<file path="config.mk">
export PLATFORM = sky130hd
export DESIGN_NAME = alu_seq_ctrl_flat
export DESIGN_NICKNAME = d
export VERILOG_FILES = /design/src/rtl/alu_seq_ctrl_pkg.sv /design/src/rtl/alu_seq_ctrl_if.sv /design/src/rtl/alu_seq_ctrl.sv /design/src/flat_wrapper.sv
export SDC_FILE = /design/constraint.sdc
export NUM_CORES = 1
export LEC_CHECK = 0
export BUFFER_PORTS_ARGS = -buffer_cell sky130_fd_sc_hd__buf_2
export CORE_MARGIN = 2
export CORE_UTILIZATION = 47
export CTS_CLUSTER_DIAMETER = 40
export DETAILED_ROUTE_END_ITERATION = 8
export PLACE_DENSITY = 0.8
export SYNTH_ARGS = -nofsm -noshare
export SYNTH_HDL_FRONTEND = slang
export SYNTH_SLANG_ARGS = --single-unit
</file>
<file path="constraint.sdc">
create_clock -name clk -period 2.1 [get_ports clk]
set_input_delay 0.63 -clock clk [delete_from_list [all_inputs] [get_ports clk]]
set_output_delay 0.63 -clock clk [all_outputs]
set_load 0.05 [all_outputs]
</file>
<file path="src/rtl/alu_seq_ctrl_pkg.sv">
// Shared constants and types for the ALU micro-sequencer.
// Opcodes, flag bit positions, FSM state encoding.
package alu_seq_ctrl_pkg;

    localparam logic [2:0] ALUOP_AND = 3'b000;
    localparam logic [2:0] ALUOP_OR  = 3'b001;
    localparam logic [2:0] ALUOP_ADD = 3'b010;
    localparam logic [2:0] ALUOP_SUB = 3'b110;
    localparam logic [2:0] ALUOP_SLT = 3'b111;

    localparam int FLAG_ZERO  = 2;
    localparam int FLAG_CARRY = 1;
    localparam int FLAG_OVF   = 0;

    typedef enum logic [2:0] {
        S_IDLE = 3'd0,
        S_READ = 3'd1,
        S_EXEC = 3'd2,
        S_WB   = 3'd3,
        S_RESP = 3'd4
    } state_t;

    function automatic logic op_legal(input logic [2:0] op);
        logic ok;
        ok = 1'b0;
        case (op)
            ALUOP_AND, ALUOP_OR, ALUOP_ADD,
            ALUOP_SUB, ALUOP_SLT: ok = 1'b1;
            default:              ok = 1'b0;
        endcase
        return ok;
    endfunction

endpackage

</file>
<file path="src/rtl/alu_seq_ctrl_if.sv">
// Command/response channel between a requester and the sequencer.
// master = requester side, slave = sequencer side.
interface alu_seq_ctrl_if #(
    parameter int DATA_WIDTH = 32,
    parameter int ADDR_WIDTH = 5
);
    logic                  cmd_valid;
    logic                  cmd_ready;
    logic [2:0]            cmd_op;
    logic [ADDR_WIDTH-1:0] cmd_rd;
    logic [ADDR_WIDTH-1:0] cmd_rs;
    logic [ADDR_WIDTH-1:0] cmd_rt;
    logic                  cmd_imm_en;
    logic [DATA_WIDTH-1:0] cmd_imm;

    logic                  rsp_valid;
    logic                  rsp_ready;
    logic [DATA_WIDTH-1:0] rsp_result;
    logic [2:0]            rsp_flag;
    logic [ADDR_WIDTH-1:0] rsp_rd;
    logic                  rsp_err;

    modport master (
        output cmd_valid, cmd_op, cmd_rd, cmd_rs, cmd_rt,
        output cmd_imm_en, cmd_imm, rsp_ready,
        input  cmd_ready, rsp_valid, rsp_result, rsp_flag,
        input  rsp_rd, rsp_err
    );

    modport slave (
        input  cmd_valid, cmd_op, cmd_rd, cmd_rs, cmd_rt,
        input  cmd_imm_en, cmd_imm, rsp_ready,
        output cmd_ready, rsp_valid, rsp_result, rsp_flag,
        output rsp_rd, rsp_err
    );

endinterface

</file>
<file path="src/rtl/alu_seq_ctrl.sv">
// Multi-cycle sequencer: read regs, drive ALU, write back, respond.
// Sole master of the register file and ALU.
module alu_seq_ctrl
    import alu_seq_ctrl_pkg::*;
#(
    parameter int DATA_WIDTH = 32,
    parameter int ADDR_WIDTH = 5,
    parameter int CNT_WIDTH  = 16
) (
    input  logic                  clk,
    input  logic                  rst,
    alu_seq_ctrl_if.slave         bus,
    output logic [ADDR_WIDTH-1:0] rf_raddr1,
    output logic [ADDR_WIDTH-1:0] rf_raddr2,
    input  logic [DATA_WIDTH-1:0] rf_rdata1,
    input  logic [DATA_WIDTH-1:0] rf_rdata2,
    output logic [ADDR_WIDTH-1:0] rf_waddr,
    output logic [DATA_WIDTH-1:0] rf_wdata,
    output logic                  rf_wen,
    output logic [DATA_WIDTH-1:0] alu_a,
    output logic [DATA_WIDTH-1:0] alu_b,
    output logic [2:0]            alu_op,
    input  logic [DATA_WIDTH-1:0] alu_result,
    input  logic [2:0]            alu_flag,
    output logic [CNT_WIDTH-1:0]  wb_count
);

    state_t state;
    state_t state_nxt;

    logic [2:0]            op;
    logic [ADDR_WIDTH-1:0] rd;
    logic [ADDR_WIDTH-1:0] rs;
    logic [ADDR_WIDTH-1:0] rt;
    logic                  imm_en;
    logic [DATA_WIDTH-1:0] imm;
    logic [DATA_WIDTH-1:0] op_a;
    logic [DATA_WIDTH-1:0] op_b;
    logic [DATA_WIDTH-1:0] result;
    logic [2:0]            flag;
    logic                  err;

    always_ff @(posedge clk) begin
        if (!rst) state <= S_IDLE;
        else      state <= state_nxt;
    end

    always_comb begin
        state_nxt = state;
        unique case (state)
            S_IDLE: if (bus.cmd_valid) state_nxt = S_READ;
            S_READ: state_nxt = op_legal(op) ? S_EXEC : S_RESP;
            S_EXEC: state_nxt = S_WB;
            S_WB:   state_nxt = S_RESP;
            S_RESP: if (bus.rsp_ready) state_nxt = S_IDLE;
            default: state_nxt = S_IDLE;
        endcase
    end

    // Datapath strobes are decoded purely from state so reset kills them at once.
    always_comb begin
        bus.cmd_ready = 1'b0;
        bus.rsp_valid = 1'b0;
        rf_raddr1     = '0;
        rf_raddr2     = '0;
        rf_waddr      = '0;
        rf_wdata      = '0;
        rf_wen        = 1'b0;
        alu_a         = '0;
        alu_b         = '0;
        alu_op        = '0;
        unique case (state)
            S_IDLE: bus.cmd_ready = 1'b1;
            S_READ: begin
                rf_raddr1 = rs;
                rf_raddr2 = rt;
            end
            S_EXEC: begin
                alu_a  = op_a;
                alu_b  = op_b;
                alu_op = op;
            end
            S_WB: begin
                rf_waddr = rd;
                rf_wdata = result;
                rf_wen   = (rd != '0);
            end
            S_RESP: bus.rsp_valid = 1'b1;
            default: ;
        endcase
    end

    always_ff @(posedge clk) begin
        if (!rst) begin
            op       <= '0;
            rd       <= '0;
            rs       <= '0;
            rt       <= '0;
            imm_en   <= 1'b0;
            imm      <= '0;
            op_a     <= '0;
            op_b     <= '0;
            result   <= '0;
            flag     <= '0;
            err      <= 1'b0;
            wb_count <= '0;
        end else begin
            unique case (state)
                S_IDLE: if (bus.cmd_valid) begin
                    op     <= bus.cmd_op;
                    rd     <= bus.cmd_rd;
                    rs     <= bus.cmd_rs;
                    rt     <= bus.cmd_rt;
                    imm_en <= bus.cmd_imm_en;
                    imm    <= bus.cmd_imm;
                    err    <= 1'b0;
                end
                S_READ: begin
                    op_a <= rf_rdata1;
                    op_b <= imm_en ? imm : rf_rdata2;
                    if (!op_legal(op)) begin
                        err    <= 1'b1;
                        result <= '0;
                        flag   <= '0;
                    end
                end
                S_EXEC: begin
                    result <= alu_result;
                    flag   <= alu_flag;
                end
                S_WB: if (rf_wen) wb_count <= wb_count + CNT_WIDTH'(1);
                default: ;
            endcase
        end
    end

    assign bus.rsp_result = result;
    assign bus.rsp_flag   = flag;
    assign bus.rsp_rd     = rd;
    assign bus.rsp_err    = err;

endmodule

</file>
<file path="src/flat_wrapper.sv">
// flat-port wrapper written by rule: the top's interface ports become plain ports
module alu_seq_ctrl_flat import alu_seq_ctrl_pkg::*;
#(
    parameter int DATA_WIDTH = 32,
    parameter int ADDR_WIDTH = 5,
    parameter int CNT_WIDTH  = 16
)
  (clk, rst, rf_raddr1, rf_raddr2, rf_rdata1, rf_rdata2, rf_waddr, rf_wdata, rf_wen, alu_a, alu_b, alu_op, alu_result, alu_flag, wb_count, bus_cmd_valid, bus_cmd_op, bus_cmd_rd, bus_cmd_rs, bus_cmd_rt, bus_cmd_imm_en, bus_cmd_imm, bus_rsp_ready, bus_cmd_ready, bus_rsp_valid, bus_rsp_result, bus_rsp_flag, bus_rsp_rd, bus_rsp_err);
  alu_seq_ctrl_if #(.DATA_WIDTH(DATA_WIDTH), .ADDR_WIDTH(ADDR_WIDTH)) bus_i ();
  input  logic clk;
  input  logic rst;
  output logic [ADDR_WIDTH-1:0] rf_raddr1;
  output logic [ADDR_WIDTH-1:0] rf_raddr2;
  input  logic [DATA_WIDTH-1:0] rf_rdata1;
  input  logic [DATA_WIDTH-1:0] rf_rdata2;
  output logic [ADDR_WIDTH-1:0] rf_waddr;
  output logic [DATA_WIDTH-1:0] rf_wdata;
  output logic rf_wen;
  output logic [DATA_WIDTH-1:0] alu_a;
  output logic [DATA_WIDTH-1:0] alu_b;
  output logic [2:0] alu_op;
  input  logic [DATA_WIDTH-1:0] alu_result;
  input  logic [2:0] alu_flag;
  output logic [CNT_WIDTH-1:0] wb_count;
  input wire logic [$bits(bus_i.cmd_valid)-1:0] bus_cmd_valid;
  input wire logic [$bits(bus_i.cmd_op)-1:0] bus_cmd_op;
  input wire logic [$bits(bus_i.cmd_rd)-1:0] bus_cmd_rd;
  input wire logic [$bits(bus_i.cmd_rs)-1:0] bus_cmd_rs;
  input wire logic [$bits(bus_i.cmd_rt)-1:0] bus_cmd_rt;
  input wire logic [$bits(bus_i.cmd_imm_en)-1:0] bus_cmd_imm_en;
  input wire logic [$bits(bus_i.cmd_imm)-1:0] bus_cmd_imm;
  input wire logic [$bits(bus_i.rsp_ready)-1:0] bus_rsp_ready;
  output wire logic [$bits(bus_i.cmd_ready)-1:0] bus_cmd_ready;
  output wire logic [$bits(bus_i.rsp_valid)-1:0] bus_rsp_valid;
  output wire logic [$bits(bus_i.rsp_result)-1:0] bus_rsp_result;
  output wire logic [$bits(bus_i.rsp_flag)-1:0] bus_rsp_flag;
  output wire logic [$bits(bus_i.rsp_rd)-1:0] bus_rsp_rd;
  output wire logic [$bits(bus_i.rsp_err)-1:0] bus_rsp_err;
  assign bus_i.cmd_valid = bus_cmd_valid;
  assign bus_i.cmd_op = bus_cmd_op;
  assign bus_i.cmd_rd = bus_cmd_rd;
  assign bus_i.cmd_rs = bus_cmd_rs;
  assign bus_i.cmd_rt = bus_cmd_rt;
  assign bus_i.cmd_imm_en = bus_cmd_imm_en;
  assign bus_i.cmd_imm = bus_cmd_imm;
  assign bus_i.rsp_ready = bus_rsp_ready;
  assign bus_cmd_ready = bus_i.cmd_ready;
  assign bus_rsp_valid = bus_i.rsp_valid;
  assign bus_rsp_result = bus_i.rsp_result;
  assign bus_rsp_flag = bus_i.rsp_flag;
  assign bus_rsp_rd = bus_i.rsp_rd;
  assign bus_rsp_err = bus_i.rsp_err;
  alu_seq_ctrl #(.DATA_WIDTH(DATA_WIDTH), .ADDR_WIDTH(ADDR_WIDTH), .CNT_WIDTH(CNT_WIDTH)) u_core (.clk(clk), .rst(rst), .bus(bus_i), .rf_raddr1(rf_raddr1), .rf_raddr2(rf_raddr2), .rf_rdata1(rf_rdata1), .rf_rdata2(rf_rdata2), .rf_waddr(rf_waddr), .rf_wdata(rf_wdata), .rf_wen(rf_wen), .alu_a(alu_a), .alu_b(alu_b), .alu_op(alu_op), .alu_result(alu_result), .alu_flag(alu_flag), .wb_count(wb_count));
endmodule
</file>
[Word level (Yosys, flattened, before mapping)]
Index checks and enable logic that the tools add are counted.
Widths: inputs -> output; s select.
Operators by class
  reduce and logical (&&, ||, !) cells: 11
  multiplexer cells: 25
  add/subtract/negate cells: 1
  equality and inequality tests: 11
Operator list (count)
  $mux 32: 5
  $pmux 32 s2: 1
  $add 16x1->16 const B: 1
  $mux 3: 5
  $mux 5: 3
  $pmux 3 s5: 1
  $eq 3x2->1 const B: 3
  $eq 3x3->1 const B: 3
  $mux 1: 8
  $reduce_and 2->1: 4
  $eq 3x1->1 const B: 2
  $logic_not 3->1: 2
  $ne 2x2->1 const B: 3
  $pmux 3 s2: 1
  $reduce_bool 5->1: 1
  $reduce_or 5->1: 1
  $reduce_bool 2->1: 2
  $reduce_and 3->1: 1
  $pmux 1 s2: 1
Storage, ports and cells
  logic and storage cells: 61
  output and inout port bits: 174
  flip-flop bits (word level): 170

[Longest topological paths before layout]
  depth in word-level cells: 7
  mapped depth: 7
  depth with buffers taken out: 4

[Worst setup path after synthesis]
Ideal clock, no wire load.
  kind: flip-flop to flip-flop
  start: register u_core.state[0]
  end: register u_core.rd[4] (netlist: u_core.bus.rsp_rd[4])
  setup time: 0.133 ns
  data required time: 1.967 ns
  arrival time: 2.302 ns
  slack: -0.334 ns
  path buffers: 2
  stages on the path, launching flop included: 7
  path through: dfxtp_1 > buf_4 > nor3_1 > nand2_1 > clkbuf_1 > nand2_1 > a21oi_1
Between the ends
  cells in the longest elaborated chain, start to end: 2
Ends and longest elaborated chain
  from (decl): RTL line alu_seq_ctrl.sv:28  | state_t state;
  from (signal assigned): RTL line alu_seq_ctrl.sv:45  | else state <= state_nxt;
  $logic_not 3->1: RTL line alu_seq_ctrl.sv:108  | unique case (state)
  $reduce_and 2->1 (no line)
  to (signal assigned): RTL line alu_seq_ctrl.sv:111  | rd <= bus.cmd_rd;
  to (decl): RTL line alu_seq_ctrl.sv:32  | logic [ADDR_WIDTH-1:0] rd;
Every way passes these cells.
A chain may end at the register's enable or synchronous reset.

[Final worst setup path]
  start: register u_core.state[2]
  end: output alu_a[24]
Between the ends
  cells in the longest elaborated chain, start to end: 2
Ends and longest elaborated chain
  $eq 3x2->1: RTL line alu_seq_ctrl.sv:72  | unique case (state)
  $mux 32: RTL line alu_seq_ctrl.sv:72
  to (decl): RTL line flat_wrapper.sv:19  | output logic [DATA_WIDTH-1:0] alu_a;
Every way passes these cells.

==> results by group <==
Timing
  – Final slew viol count: 0
  – Worst Hold Slack: 440 ps
  – Max_slew headroom: 69.3%
  – Setup Skew: 7.96 ps
  – Setup ws final: -211 ps
  – Fin crit share: 110%
  – Fin. Hold Viols: 0
  – Actual slew at the worst max-slew pin: 459 ps
  – Final setup fails: 115
  – Unrepaired setup endpoints after global routing: true
  – FMAX: 0.433 GHz
  – Clock period minus worst slack: 2310 ps

Synthesis
  – Leading register cell type out of synthesis: dfxtp_1
  – Number of synthesized flops with an enable pin: 0
  – Asr flop ratio synth: 0%
  – Seq/Total Area, Yosys: 46.2%
  – Synthesized area: 7370 sq um
  – Mapped Nets: 1053
  – Biggest area consumer among synthesized cells: dfxtp_1
  – Cells after synthesis: 898
  – Yosys cell types: 40
  – #FFs+latches synth: 170
  – Top-area cell type share of the netlist area: 46.2%
  – Main area contributors after synthesis: dfxtp_1 46%, nand2_1 11%, and2_1 9.8%
  – Synth warn: 0
  – Post-synthesis average cell area: 8.21 sq um

Power and ir drop
  – Int Pwr: 5.93 mW
  – Pleak: 4.97 nW
  – Peak VDD IR: 0.000871 V
  – Pwr dens: 746 nW/um^2
  – Sw frac: 29.4%
  – Pwr Total: 8.39 mW
  – P_sw: 2.47 mW
  – Flop pwr share: 43.2%
  – Clk network pwr share: 36.9%
  – Combinational share of power: 19.9%

Clocking
  – Root buf cell: clkbuf_16
  – CTS buffer count: 17
  – Worst-Skew Late Latency: 420 ps
  – Clock transition at path regs: 70 ps
  – CTS H-tree lvls: 4
  – CTS sink count: 170
  – CTS max path bufs: 2
  – TritonCTS clock tree: yes

Setup path
  – CP required: 1470 ps
  – Slowest stage cell, crit path: dfxtp_2
  – Reg2Reg Setup Slack: 140 ps
  – Startpoint Class: register
  – CP Cell Sequence: nor3b_4, buf_6, clkbuf_16, and2_2, buf_6
  – CP Capture Type: primary output
  – Most frequent CP cell: buf_6
  – Crit path max fanout: 12
  – Top delay family on crit path: buffers and inverters
  – Largest stage delay, worst path: 340 ps
  – R2R cell count: 7
  – Worst Path Arrival: 1680 ps
  – Crit path kind: register to primary output
  – Worst reg2reg path endpoint: u_core.wb_count[14]$_SDFFE_PN0P_
  – Worst Path Buf+Inv: 3
  – RR Startpoint: u_core.state[2]$_SDFFE_PN0P_

Floorplan
  – Starting Density: 48.3%
  – Die Height: 129 um
  – Core Box Area: 15300 sq um
  – Row count: 45
  – Die area: 16700 sq um
  – Top Ports: 328
  – DIE WIDTH: 129 um

Min path
  – Hold depth: 3
  – HP Class: primary input to register
  – Worst hold start: rf_rdata1[20]
  – Hold Path End: u_core.op_a[20]$_SDFFE_PN0N_

Routing
  – Post-DRT Antenna Nets: 0
  – Per-cell routed wire length: 17.9 um
  – Routed via count: 7693
  – First-pass DRT Iterations: 5
  – Number of DRC markers in iteration 0: 424
  – Final wirelength: 25800 um
  – # DRC: 0
  – Vias/cell: 5.34

Final layout
  – Nets@finish: 1372
  – ANT cells: 0
  – Share of cells above drive strength 1: 42.6%
  – Layout filler cell count: 1087
  – Area Overhead vs Synth: 52.7%
  – Fin util: 73.8%

GRT
  – Largest net degree at the start of global routing: 89
  – Vias in the first global route: 7316
  – GR Util All Layers: 28.7%
  – First-pass GRT wire length: 37300 um
  – Grt total ovfl: 0
  – Initial antenna violation count: 0

Place
  – Post-detail-place hpwl: 15600 um
  – GP Congestion: 0.803
  – Port Buf Inserts: 327

Status
  – Status: complete, but fails checks
  – Failing checks: setup timing

Flow run
  – Max-cap viol count: 0
cells in the mapped netlist (2+ instances only):
library cell,number
dfxtp_1,170
o31ai_1,5
nand2b_1,3
nand4_1,3
nor3_1,3
buf_6,3
or3_1,5
mux2i_1,35
nor2_1,75
o211ai_4,2
buf_1,3
or4_1,5
xor2_1,4
a2bb2oi_1,30
buf_2,21
inv_1,5
clkbuf_1,46
nand2_1,207
a2bb2oi_2,6
nor3b_1,2
and3b_1,2
and2_1,116
o2111ai_1,2
a21oi_1,93
o21ai_0,6
a211oi_1,32
cells by family after synthesis:
logic type | synth area share, %
adder cells (fa/ha/maj) | 0.170
buffers and inverters | 4.79
XOR/XNOR | 0.475
AND/OR/NAND/NOR | 27.3
flip-flops | 46.2
AO/OA/AOI/OAI | 16.4
multiplexers | 4.75
power by group through the flow:
stage	combinational (mW)	sequential, mW	clock, mW
2_1_floorplan	0.851	3.79	0
3_3_place_gp	1.44	3.67	0
3_5_place_dp	1.46	3.68	0
4_1_cts	1.57	3.61	3.13
5_1_grt	1.80	3.65	3.27
6_report	1.67	3.63	3.09
per-stage QoR:
step,cell area [sq um],cells,setup WS (ps),setup TNS (ps)
4_1_cts,11000,1431,-217,-18850
2_1_floorplan,7480,898,-75.8,-295
6_report,11300,1440,-211,-18620
3_3_place_gp,9400,1391,214,0
3_5_place_dp,9400,1391,156,0
5_1_grt,11300,1440,-274,-25630
per-layer routing:
metal	wire [um]	track usage [%]
met1	9470	31.0
met2	13200	50.7
met3	2160	9.17
met4	1010	13.9
met5	0	0
layout make-up:
| type | count | area, sq um | share of cell area, % |
|---|---|---|---|
| multi-input combinational | 648 | 3840 | 34.1 |
| sequential | 170 | 3410 | 30.3 |
| timing repair buffer | 374 | 3130 | 27.8 |
| clock buffer | 21 | 460 | 4.09 |
| tap | 211 | 264 | 2.35 |
| clock inverter | 10 | 119 | 1.06 |
| inverter | 6 | 25.0 | 0.222 |
layout by cell type (no fill, tap or decap), drive strengths merged, types with 5 or more instances in the layout:
master     n
or3        5
o21ai      7
or4        6
mux2i     35
clkbuf    24
a21oi     94
a2bb2oi   36
nand2    207
and2     116
a211oi    32
buf      371
nor2      75
dfxtp    170
inv        7
o31ai      5
worst max path at each step:
stage,start,endpoint,slack (ps),cells after the start
after CTS,u_core.state[0]$_SDFFE_PN0P_,alu_b[29],-220,5
after detailed placement,u_core.state[2]$_SDFFE_PN0P_,alu_op[2],160,4
after global routing,u_core.state[2]$_SDFFE_PN0P_,alu_a[24],-270,5
final,u_core.state[2]$_SDFFE_PN0P_,alu_a[24],-210,5
after floorplan,u_core.state[1]$_SDFFE_PN0P_,rf_wdata[27],-80,6
after global placement,u_core.state[2]$_SDFFE_PN0P_,alu_b[29],210,5
worst min-delay path: stages:
cell,delay [ps]
buf_2,90
nand2_1,40
a21oi_1,50
registers in the layout, summed over array words and instances, names as in the netlist:
name	cells
u_core.state	3
u_core.op	3
u_core.wb_count	16
u_core.bus.rsp_rd	5
u_core.imm_en	1
u_core.bus.rsp_err	1
u_core.op_a	32
u_core.imm	32
u_core.rs	5
u_core.bus.rsp_result	32
u_core.rt	5
u_core.op_b	32
u_core.bus.rsp_flag	3
timing repair:
item	in CTS	in global routing
setup endpoints to repair	117	117
hold buffers	0	0
endpoints found under the hold margin	0	0
gates resized for setup	278	43
gates cloned	4	3
pin swaps	5	4
setup buffers	5	6
(Power assumes the default switching activity.)
